### config.mk
export PLATFORM = sky130hd
export DESIGN_NAME = simon_seq_engine_flat
export DESIGN_NICKNAME = d
export VERILOG_FILES = /design/src/rtl/simon_seq_engine_if.sv /design/src/rtl/simon_seq_engine.sv /design/src/flat_wrapper.sv
export SDC_FILE = /design/constraint.sdc
export NUM_CORES = 1
export LEC_CHECK = 0
export ABC_AREA = 1
export CAP_MARGIN = 20
export CORE_ASPECT_RATIO = 1.5
export CORE_MARGIN = 4
export CORE_UTILIZATION = 59
export CTS_BUF_LIST = sky130_fd_sc_hd__clkbuf_8
export CTS_CLUSTER_DIAMETER = 40
export DETAILED_ROUTE_END_ITERATION = 7
export PLACE_DENSITY = 0.82
export RECOVER_POWER = 50
export REMOVE_ABC_BUFFERS = 1
export SLEW_MARGIN = 10
export SYNTH_ARGS = -nofsm -noshare
export SYNTH_HDL_FRONTEND = slang
export SYNTH_SLANG_ARGS = --single-unit
### constraint.sdc
create_clock -name clk -period 2.6 [get_ports clk]
set_clock_uncertainty 0.2 [all_clocks]
set_input_delay 0.52 -clock clk [delete_from_list [all_inputs] [get_ports clk]]
set_output_delay 0.52 -clock clk [all_outputs]
set_load 0.05 [all_outputs]
### src/rtl/simon_seq_engine_if.sv
// Game-control and display bus of the Simon sequence engine.
// The master drives start/seed/guesses; the slave (the engine) returns display and status.
interface simon_seq_engine_if #(
    parameter int COLOR_W = 2,
    parameter int MAX_LEN = 16
);
    localparam int LEVEL_W = $clog2(MAX_LEN + 1);

    logic                start;
    logic [15:0]         seed;
    logic                guess_valid;
    logic [COLOR_W-1:0]  guess;
    logic                show_en;
    logic [COLOR_W-1:0]  show_color;
    logic                busy;
    logic                win;
    logic                lose;
    logic [LEVEL_W-1:0]  level;

    modport master (
        output start, seed, guess_valid, guess,
        input  show_en, show_color, busy, win, lose, level
    );

    modport slave (
        input  start, seed, guess_valid, guess,
        output show_en, show_color, busy, win, lose, level
    );
endinterface

### src/rtl/simon_seq_engine.sv
// Simon memory-game engine: LFSR-generated colour sequence, timed replay, guess checking.
// Optional input timeout is compiled in with macro SIMON_INPUT_TIMEOUT_EN.
module simon_seq_engine #(
    parameter int COLOR_W        = 2,
    parameter int MAX_LEN        = 16,
    parameter int SHOW_CYCLES    = 8,
    parameter int TIMEOUT_CYCLES = 1024
) (
    input  logic              clk,
    input  logic              resetn,
    simon_seq_engine_if.slave bus
);
    localparam int LEVEL_W = $clog2(MAX_LEN + 1);
    localparam int IDX_W   = (MAX_LEN > 1) ? $clog2(MAX_LEN) : 1;
    localparam int CNT_W   = (SHOW_CYCLES > 1) ? $clog2(SHOW_CYCLES) : 1;

    localparam logic [LEVEL_W-1:0] LEVEL_ONE = LEVEL_W'(1);
    localparam logic [LEVEL_W-1:0] LEVEL_MAX = LEVEL_W'(MAX_LEN);
    localparam logic [IDX_W-1:0]   IDX_ONE   = IDX_W'(1);
    localparam logic [CNT_W-1:0]   CNT_ONE   = CNT_W'(1);
    localparam logic [CNT_W-1:0]   CNT_LAST  = CNT_W'(SHOW_CYCLES - 1);
    localparam logic [15:0]        LFSR_INIT = 16'hACE1;

    if (COLOR_W < 1 || MAX_LEN < 1 || SHOW_CYCLES < 1 || TIMEOUT_CYCLES < 1) begin : g_param_check
        $error("simon_seq_engine: all parameters must be positive");
    end

    typedef enum logic [2:0] {
        S_IDLE,
        S_GEN,
        S_SHOW,
        S_GAP,
        S_INPUT,
        S_WIN,
        S_LOSE
    } state_t;

    state_t              r_state;
    logic [LEVEL_W-1:0]  r_level;
    logic [IDX_W-1:0]    r_idx;
    logic [CNT_W-1:0]    r_cnt;
    logic [15:0]         r_lfsr;
    logic                r_show_en;
    logic [COLOR_W-1:0]  r_show_color;
    logic [COLOR_W-1:0]  r_mem [MAX_LEN];

    state_t              w_state_nxt;
    logic [LEVEL_W-1:0]  w_level_nxt;
    logic [IDX_W-1:0]    w_idx_nxt;
    logic [CNT_W-1:0]    w_cnt_nxt;
    logic [15:0]         w_lfsr_nxt;
    logic                w_mem_we;
    logic [15:0]         w_lfsr_step;
    logic [IDX_W-1:0]    w_last_idx;
    logic                w_idx_last;
    logic                w_cnt_done;
    logic [COLOR_W-1:0]  w_entry;
    logic                w_match;
    logic                w_show_nxt;
    logic                w_timeout;

    assign w_lfsr_step = {r_lfsr[14:0], r_lfsr[15] ^ r_lfsr[13] ^ r_lfsr[12] ^ r_lfsr[10]};
    assign w_last_idx  = IDX_W'(r_level - LEVEL_ONE);
    assign w_idx_last  = (r_idx == w_last_idx);
    assign w_cnt_done  = (r_cnt == CNT_LAST);
    assign w_entry     = r_mem[r_idx];
    assign w_match     = (bus.guess == w_entry);
    // The display is registered, so it trails the SHOW state by one cycle; a start drops it at once.
    assign w_show_nxt  = (r_state == S_SHOW) && !bus.start;

`ifdef SIMON_INPUT_TIMEOUT_EN
    localparam int TO_W = (TIMEOUT_CYCLES > 1) ? $clog2(TIMEOUT_CYCLES) : 1;
    localparam logic [TO_W-1:0] TO_ONE  = TO_W'(1);
    localparam logic [TO_W-1:0] TO_LAST = TO_W'(TIMEOUT_CYCLES - 1);

    logic [TO_W-1:0] r_to_cnt;

    // Counts idle INPUT cycles; any guess, start or leaving INPUT restarts it.
    always_ff @(posedge clk or negedge resetn) begin
        if (!resetn) begin
            r_to_cnt <= '0;
        end else if (r_state == S_INPUT && !bus.guess_valid && !bus.start) begin
            r_to_cnt <= r_to_cnt + TO_ONE;
        end else begin
            r_to_cnt <= '0;
        end
    end

    assign w_timeout = (r_state == S_INPUT) && (r_to_cnt == TO_LAST);
`else
    assign w_timeout = 1'b0;
`endif

    always_comb begin
        // NOTE: every output of this block gets a default first, so no path can infer a latch.
        w_state_nxt = r_state;
        w_level_nxt = r_level;
        w_idx_nxt   = r_idx;
        w_cnt_nxt   = r_cnt;
        w_lfsr_nxt  = r_lfsr;
        w_mem_we    = 1'b0;

        if (bus.start) begin
            w_state_nxt = S_GEN;
            w_level_nxt = LEVEL_ONE;
            w_idx_nxt   = '0;
            w_cnt_nxt   = '0;
            w_lfsr_nxt  = (bus.seed == 16'h0000) ? LFSR_INIT : bus.seed;
        end else begin
            unique case (r_state)
                S_GEN: begin
                    w_mem_we    = 1'b1;
                    w_lfsr_nxt  = w_lfsr_step;
                    w_idx_nxt   = '0;
                    w_cnt_nxt   = '0;
                    w_state_nxt = S_SHOW;
                end
                S_SHOW: begin
                    if (w_cnt_done) begin
                        w_cnt_nxt   = '0;
                        w_state_nxt = S_GAP;
                    end else begin
                        w_cnt_nxt = r_cnt + CNT_ONE;
                    end
                end
                S_GAP: begin
                    if (!w_cnt_done) begin
                        w_cnt_nxt = r_cnt + CNT_ONE;
                    end else if (w_idx_last) begin
                        w_cnt_nxt   = '0;
                        w_idx_nxt   = '0;
                        w_state_nxt = S_INPUT;
                    end else begin
                        w_cnt_nxt   = '0;
                        w_idx_nxt   = r_idx + IDX_ONE;
                        w_state_nxt = S_SHOW;
                    end
                end
                S_INPUT: begin
                    if (bus.guess_valid) begin
                        if (!w_match) begin
                            w_state_nxt = S_LOSE;
                        end else if (!w_idx_last) begin
                            w_idx_nxt = r_idx + IDX_ONE;
                        end else if (r_level == LEVEL_MAX) begin
                            w_state_nxt = S_WIN;
                        end else begin
                            w_level_nxt = r_level + LEVEL_ONE;
                            w_state_nxt = S_GEN;
                        end
                    end else if (w_timeout) begin
                        w_state_nxt = S_LOSE;
                    end
                end
                default: begin
                end
            endcase
        end
    end

    // NOTE: sequential state uses non-blocking assignments so every register samples pre-edge values.
    always_ff @(posedge clk or negedge resetn) begin
        if (!resetn) begin
            r_state      <= S_IDLE;
            r_level      <= '0;
            r_idx        <= '0;
            r_cnt        <= '0;
            r_lfsr       <= LFSR_INIT;
            r_show_en    <= 1'b0;
            r_show_color <= '0;
        end else begin
            r_state      <= w_state_nxt;
            r_level      <= w_level_nxt;
            r_idx        <= w_idx_nxt;
            r_cnt        <= w_cnt_nxt;
            r_lfsr       <= w_lfsr_nxt;
            r_show_en    <= w_show_nxt;
            r_show_color <= w_show_nxt ? w_entry : '0;
        end
    end

    // NOTE: the sequence memory has no reset; every entry is written in GEN before it is ever read.
    always_ff @(posedge clk) begin
        if (w_mem_we) begin
            r_mem[w_last_idx] <= r_lfsr[COLOR_W-1:0];
        end
    end

    assign bus.show_en    = r_show_en;
    assign bus.show_color = r_show_color;
    assign bus.busy       = !(r_state inside {S_IDLE, S_WIN, S_LOSE});
    assign bus.win        = (r_state == S_WIN);
    assign bus.lose       = (r_state == S_LOSE);
    assign bus.level      = r_level;
endmodule

### src/flat_wrapper.sv
// flat-port wrapper written by rule: the top's interface ports become plain ports
module simon_seq_engine_flat 
#(
    parameter int COLOR_W        = 2,
    parameter int MAX_LEN        = 16,
    parameter int SHOW_CYCLES    = 8,
    parameter int TIMEOUT_CYCLES = 1024
)
  (clk, resetn, bus_start, bus_seed, bus_guess_valid, bus_guess, bus_show_en, bus_show_color, bus_busy, bus_win, bus_lose, bus_level);
  simon_seq_engine_if #(.COLOR_W(COLOR_W), .MAX_LEN(MAX_LEN)) bus_i ();
  input  logic clk;
  input  logic resetn;
  input wire logic [$bits(bus_i.start)-1:0] bus_start;
  input wire logic [$bits(bus_i.seed)-1:0] bus_seed;
  input wire logic [$bits(bus_i.guess_valid)-1:0] bus_guess_valid;
  input wire logic [$bits(bus_i.guess)-1:0] bus_guess;
  output wire logic [$bits(bus_i.show_en)-1:0] bus_show_en;
  output wire logic [$bits(bus_i.show_color)-1:0] bus_show_color;
  output wire logic [$bits(bus_i.busy)-1:0] bus_busy;
  output wire logic [$bits(bus_i.win)-1:0] bus_win;
  output wire logic [$bits(bus_i.lose)-1:0] bus_lose;
  output wire logic [$bits(bus_i.level)-1:0] bus_level;
  assign bus_i.start = bus_start;
  assign bus_i.seed = bus_seed;
  assign bus_i.guess_valid = bus_guess_valid;
  assign bus_i.guess = bus_guess;
  assign bus_show_en = bus_i.show_en;
  assign bus_show_color = bus_i.show_color;
  assign bus_busy = bus_i.busy;
  assign bus_win = bus_i.win;
  assign bus_lose = bus_i.lose;
  assign bus_level = bus_i.level;
  simon_seq_engine #(.COLOR_W(COLOR_W), .MAX_LEN(MAX_LEN), .SHOW_CYCLES(SHOW_CYCLES), .TIMEOUT_CYCLES(TIMEOUT_CYCLES)) u_core (.clk(clk), .resetn(resetn), .bus(bus_i));
endmodule
After elaboration in Yosys (flattened, before gate mapping). Memory sizes are Yosys's and may differ from the RTL's. Cells that the tools add are included.

Register bits: 34. RAM bits: 32. Bits of input ports: 22. Output and inout bits: 11. Word-level logic and storage cells: 83. Memories kept: 1.

Add/subtract/negate cells: 4. Equality and inequality tests: 17. Multiplexer cells: 33. Bitwise operators: 3. Reduce and logical (&&, ||, !) cells: 18.

Memories: u_core.r_mem (words 16, bits a word 2, rd ports 1, clocked after Yosys merged registers in 0, wr ports 1, RTL line simon_seq_engine.sv:45) `logic [COLOR_W-1:0] r_mem [MAX_LEN];`.

Operator list (number): 2-to-1 mux 16 bit (3); 2-to-1 mux 3 bit (10); 2-to-1 mux 5 bit (6); 2-to-1 mux 4 bit (6); zero test 16 bit (1); AND reduction 5 bit (3); == test 3 bit, second input constant (4); one-hot mux 3 bit (4 select lines) (1); one-hot mux 4 bit (3 select lines) (1); nonzero test 2 bit (5); != test 3 x 2 -> 1 bit, second input constant (3); == test 3 x 2 -> 1 bit, second input constant (2); != test 3 bit, second input constant (2); one-hot mux 3 bit (2 select lines) (1); nonzero test 3 bit (2); adder 5 x 1 -> 5 bit, second input constant (1); == test 5 bit, second input constant (1); nonzero test 5 bit (1); adder 4 x 1 -> 4 bit, second input constant (1); == test 4 bit (1); 2-to-1 mux 1 bit (4); != test 4 x 3 -> 1 bit, second input constant (1); nonzero test 4 bit (1); subtractor 4 x 1 -> 4 bit, second input constant (1); other kinds (10) (13).

Logic depth before layout (Yosys ltp).
Depth after elaboration: 7. Mapped depth: 15. Depth with buffers taken out: 14.

Worst setup path after synthesis. Ideal clock, no wire load.

Path kind: register to output. Start: register u_core.r_state[1]. End: output bus_busy. Data arrival time: 2.165 ns. Required time: 1.880 ns. Path slack: -0.285 ns. Cell stages (with the launch flop): 4. Path buffers: 0. Path through: dfrtp_1 inv_1 nor3_1 a211oi_1.

Cells in the longest elaborated chain, start to end: 3.

RTL lines: from (decl) (RTL line simon_seq_engine.sv:38) `state_t r_state;`; from (signal assigned) (RTL line simon_seq_engine.sv:172) `r_state <= w_state_nxt;`; == test 3 bit; via bus_lose (RTL line flat_wrapper.sv:21) `output wire logic [$bits(bus_i.lose)-1:0] bus_lose;`; nonzero test 3 bit (RTL line simon_seq_engine.sv:191) `assign bus.busy = !(r_state inside {S_IDLE, S_WIN, S_LOSE});`; zero test 1 bit (RTL line simon_seq_engine.sv:191); to (decl) (RTL line flat_wrapper.sv:19) `output wire logic [$bits(bus_i.busy)-1:0] bus_busy;`.

The timed path passes the listed nets, and every way through them passes these cells.

Final worst setup path.
Start: register u_core.r_level[2] (netlist: u_core.bus.level[2]). End: output bus_level[2].

RTL lines: from (decl) (RTL line simon_seq_engine.sv:39) `logic [LEVEL_W-1:0] r_level;`; from (signal assigned) (RTL line simon_seq_engine.sv:173) `r_level <= w_level_nxt;`; to (decl) (RTL line flat_wrapper.sv:22) `output wire logic [$bits(bus_i.level)-1:0] bus_level;`.

No word-level cell between the ends.

==> key figures <==
Clocking
  • Clk sinks: 66
  • Clock Path Buffers: 2
  • Post-CTS Setup Inserts: 0
  • Worst-path clk slew: 0.07 ns
  • CTS tree: yes
  • CTS resizes: 0
  • H-tree levels: 3
  • CTS Buf Count: 9
  • Hold buffers post-CTS: 0
  • Skew-Pair Late Insertion Delay: about 0.35 ns
  • Root Buffer Master: clkbuf_8

Pwr
  • Clock Power Share: 23.8%
  • Total Power: 3.40 mW
  • IR drop worst, VDD: 0.000556 V
  • Static leakage: 1.76 nW
  • Sequential share of power: 45.6%
  • Sw Pwr: 1.32 mW
  • Switching part of the total power: just under 40%
  • Combinational share of power: 30.6%
  • Pwr dens: 828 nW/µm²
  • Internal: 2.08 mW

Synth
  • Predominant post-synthesis flop cell: edfxtp_1
  • Gate Count Post-Synth: roughly 420
  • Yosys reg bits: 66
  • Library cells used by synthesis: 40
  • Yosys Warn Count: 0
  • Post-synth EDFFs: 32
  • Mean Syn Cell Area: 8.41 µm²
  • Area leader, netlist: edfxtp_1
  • Post-Syn Area: 3510 µm²
  • Sequential cell area fraction in the yosys report: about half
  • Largest cells by area after synthesis: edfxtp_1, dfrtp_1, nand2_1, nor2_1, dfstp_2
  • Post-synth top area share: 27.4%
  • Synth async-reset ratio: about half

STA
  • RSZ-0062 raised after global routing: false
  • Final Max Slew Viols: 0
  • Min Tclk post-route: 2.47 ns
  • Slew HR: 45.0%
  • Final hold vios: 0
  • Fmax: around 410 MHz
  • Slew @ Worst Pin: around 0.83 ns
  • # setup viols final: 0
  • Crit share post-route: approximately 95%
  • Final worst slack: 0.134 ns

Floorplanning
  • Row cnt: 34
  • # IOs: 33
  • Die width: 70.9 µm
  • Die Span Y: 102 µm
  • Core footprint: between 5000 and 6000 µm²
  • Die area: 7260 µm²
  • Initial Util: about three fifths

Placement
  • Hpwl dp: a little under 6 mm
  • Dpl ws: 0.229 ns
  • Buffers on Ports: 32
  • Global placer's final weighted congestion: 0.866

Finish
  • Layout cells sized above 1: 11.0%
  • Most frequent cells in the layout: nand2_1, nor2_1, inv_1, edfxtp_1
  • Layout Nets: 491
  • Commonest non-fill, non-tap cell in the layout: nand2_1
  • Antenna fix cells: 0
  • Layout area overhead: 17.1%

GRT
  • First-pass GRT wire length: 13.0 mm
  • Total global routing overflow: 0
  • Largest net degree at the start of global routing: 35
  • Initial antenna violation count: 0
  • Vias in the first global route: 2943
  • Gr usage total: 23.2%

Drt
  • Average routed wire per standard cell: 14.8 µm
  • DRT Pass-1 Iters: 6
  • DRT iter0 DRCs: 187
  • DRC errors left: 0
  • Via count: 2994
  • Vias per Instance: 5.58
  • Routed Antenna Nets: 0
  • Final wirelength: 7.97 mm

Setup path
  • Cells along the critical path: clkdlybuf4s50_1
  • CP endpoint kind: output pin
  • CP bufs+invs: 1
  • CP max stage delay: roughly 0.88 ns
  • Req. time, crit path: ~1.9 ns
  • Slowest-stage cell, CP: clkdlybuf4s50_1
  • Crit Path Category: reg -> out
  • Arr. time, crit path: 1.75 ns
  • Top delay family on crit path: buffers and inverters
  • Startpoint Class: register
  • Crit Path Max Fanout: 7

Status
  • Outcome: completed

Flow run
  • Max_cap viols: 0

Hold path
  • Hold Crit Class: reg -> reg
kinds of logic (layout without fill, tap and decap cells):
kind of cell | after synthesis | in the layout | synth area share (%)
xor gates and xnor gates | 12 | 12 | 3.21
AOI/OAI and AO/OA | 39 | 39 | 6.75
buffers and inverters | 51 | 99 | 5.96
DFF | 66 | 66 | 52.0
and+or+nand+nor | 240 | 240 | 28.9
adders and majority gates | 9 | 9 | 3.21
state kept, by name, indices dropped and copies added, names as in the netlist:
register / count
u_core.bus.level: 5
u_core.bus.show_color: 2
u_core.bus.show_en: 1
u_core.r_cnt: 3
u_core.r_idx: 4
u_core.r_lfsr: 16
u_core.r_mem: 32
u_core.r_state: 3
metal layers:
layer / part of all wire [%] / vias up / global-route usage [%]
li1: - / 1447 / -
met1: 38 / 1421 / 24.5
met2: 54 / 101 / 43.2
met3: 4.5 / 25 / 4.63
met4: 3.3 / 0 / 12.0
met5: 0 / - / 0
power groups by stage:
stage / clock network, mW / registers (mW) / logic [mW]
after floorplan: 0 / 1.55 / 0.684
after global placement: 0 / 1.56 / 1.01
after detailed placement: 0 / 1.57 / 1.04
after CTS: 0.810 / 1.55 / 1.04
after global routing: 0.866 / 1.58 / 1.17
final: 0.808 / 1.55 / 1.04
stage by stage:
step	util, %	cells	instance area [µm²]	TNS, ns	hold slack (ns)
after global placement	67.9	521	3930	0	0.272
final	71.0	537	4110	0	0.286
after floorplan	-	407	3450	-0.285	0.0244
after CTS	71.1	537	4110	0	0.286
after detailed placement	67.9	521	3930	0	0.275
after global routing	71.0	537	4110	0	0.302
layout make-up:
cell class                      instances  area [µm²]
Sequential cell                        66        1820
Fill cell                             478        1680
Multi-Input combinational cell        300        1480
Timing Repair Buffer                   42         382
Inverter                               41         154
Clock buffer                            9         124
Tap cell                               72        90.1
Clock inverter                          7        60.1
worst register-to-register path, delay by kind of cell, from the launching register on:
kind	cells	cell delay, ns
compound gates	1	0.16
buf+inv	1	0.27
flops	1	0.62
simple gates	11	1.01
path summary, 6_finish.rpt:
kind | slack (ns) | from | to | cells past startpoint
min in group asynchronous | 0.59 | resetn | u_core.r_state[0] | 2
setup reg to reg | 0.28 | u_core.r_idx[0] | u_core.bus.level[1] | 13
hold / removal | 0.29 | u_core.r_lfsr[13] | u_core.r_lfsr[13] | 2
hold reg to reg | 0.29 | u_core.r_lfsr[13] | u_core.r_lfsr[13] | 2
max in group asynchronous | 1.10 | resetn | u_core.bus.level[4] | 2
setup / recovery | 0.13 | u_core.bus.level[2] | bus_level[2] | 1
synth_stat cells, types with 3 or more instances:
library cell    n
dfstp_2         8
dfrtp_1        26
inv_1          38
xor2_1          6
nand3_1        23
o22ai_1         5
nor3_1          7
clkbuf_1        5
a21oi_1         8
nand2_2         5
nor2_1         63
nand2_1       123
edfxtp_1       32
o21ai_0        10
o21ai_1         6
xnor2_1         5
ha_1            9
o211ai_1        3
nand4_1         6
No activity file was read; power rests on OpenSTA's default activity.
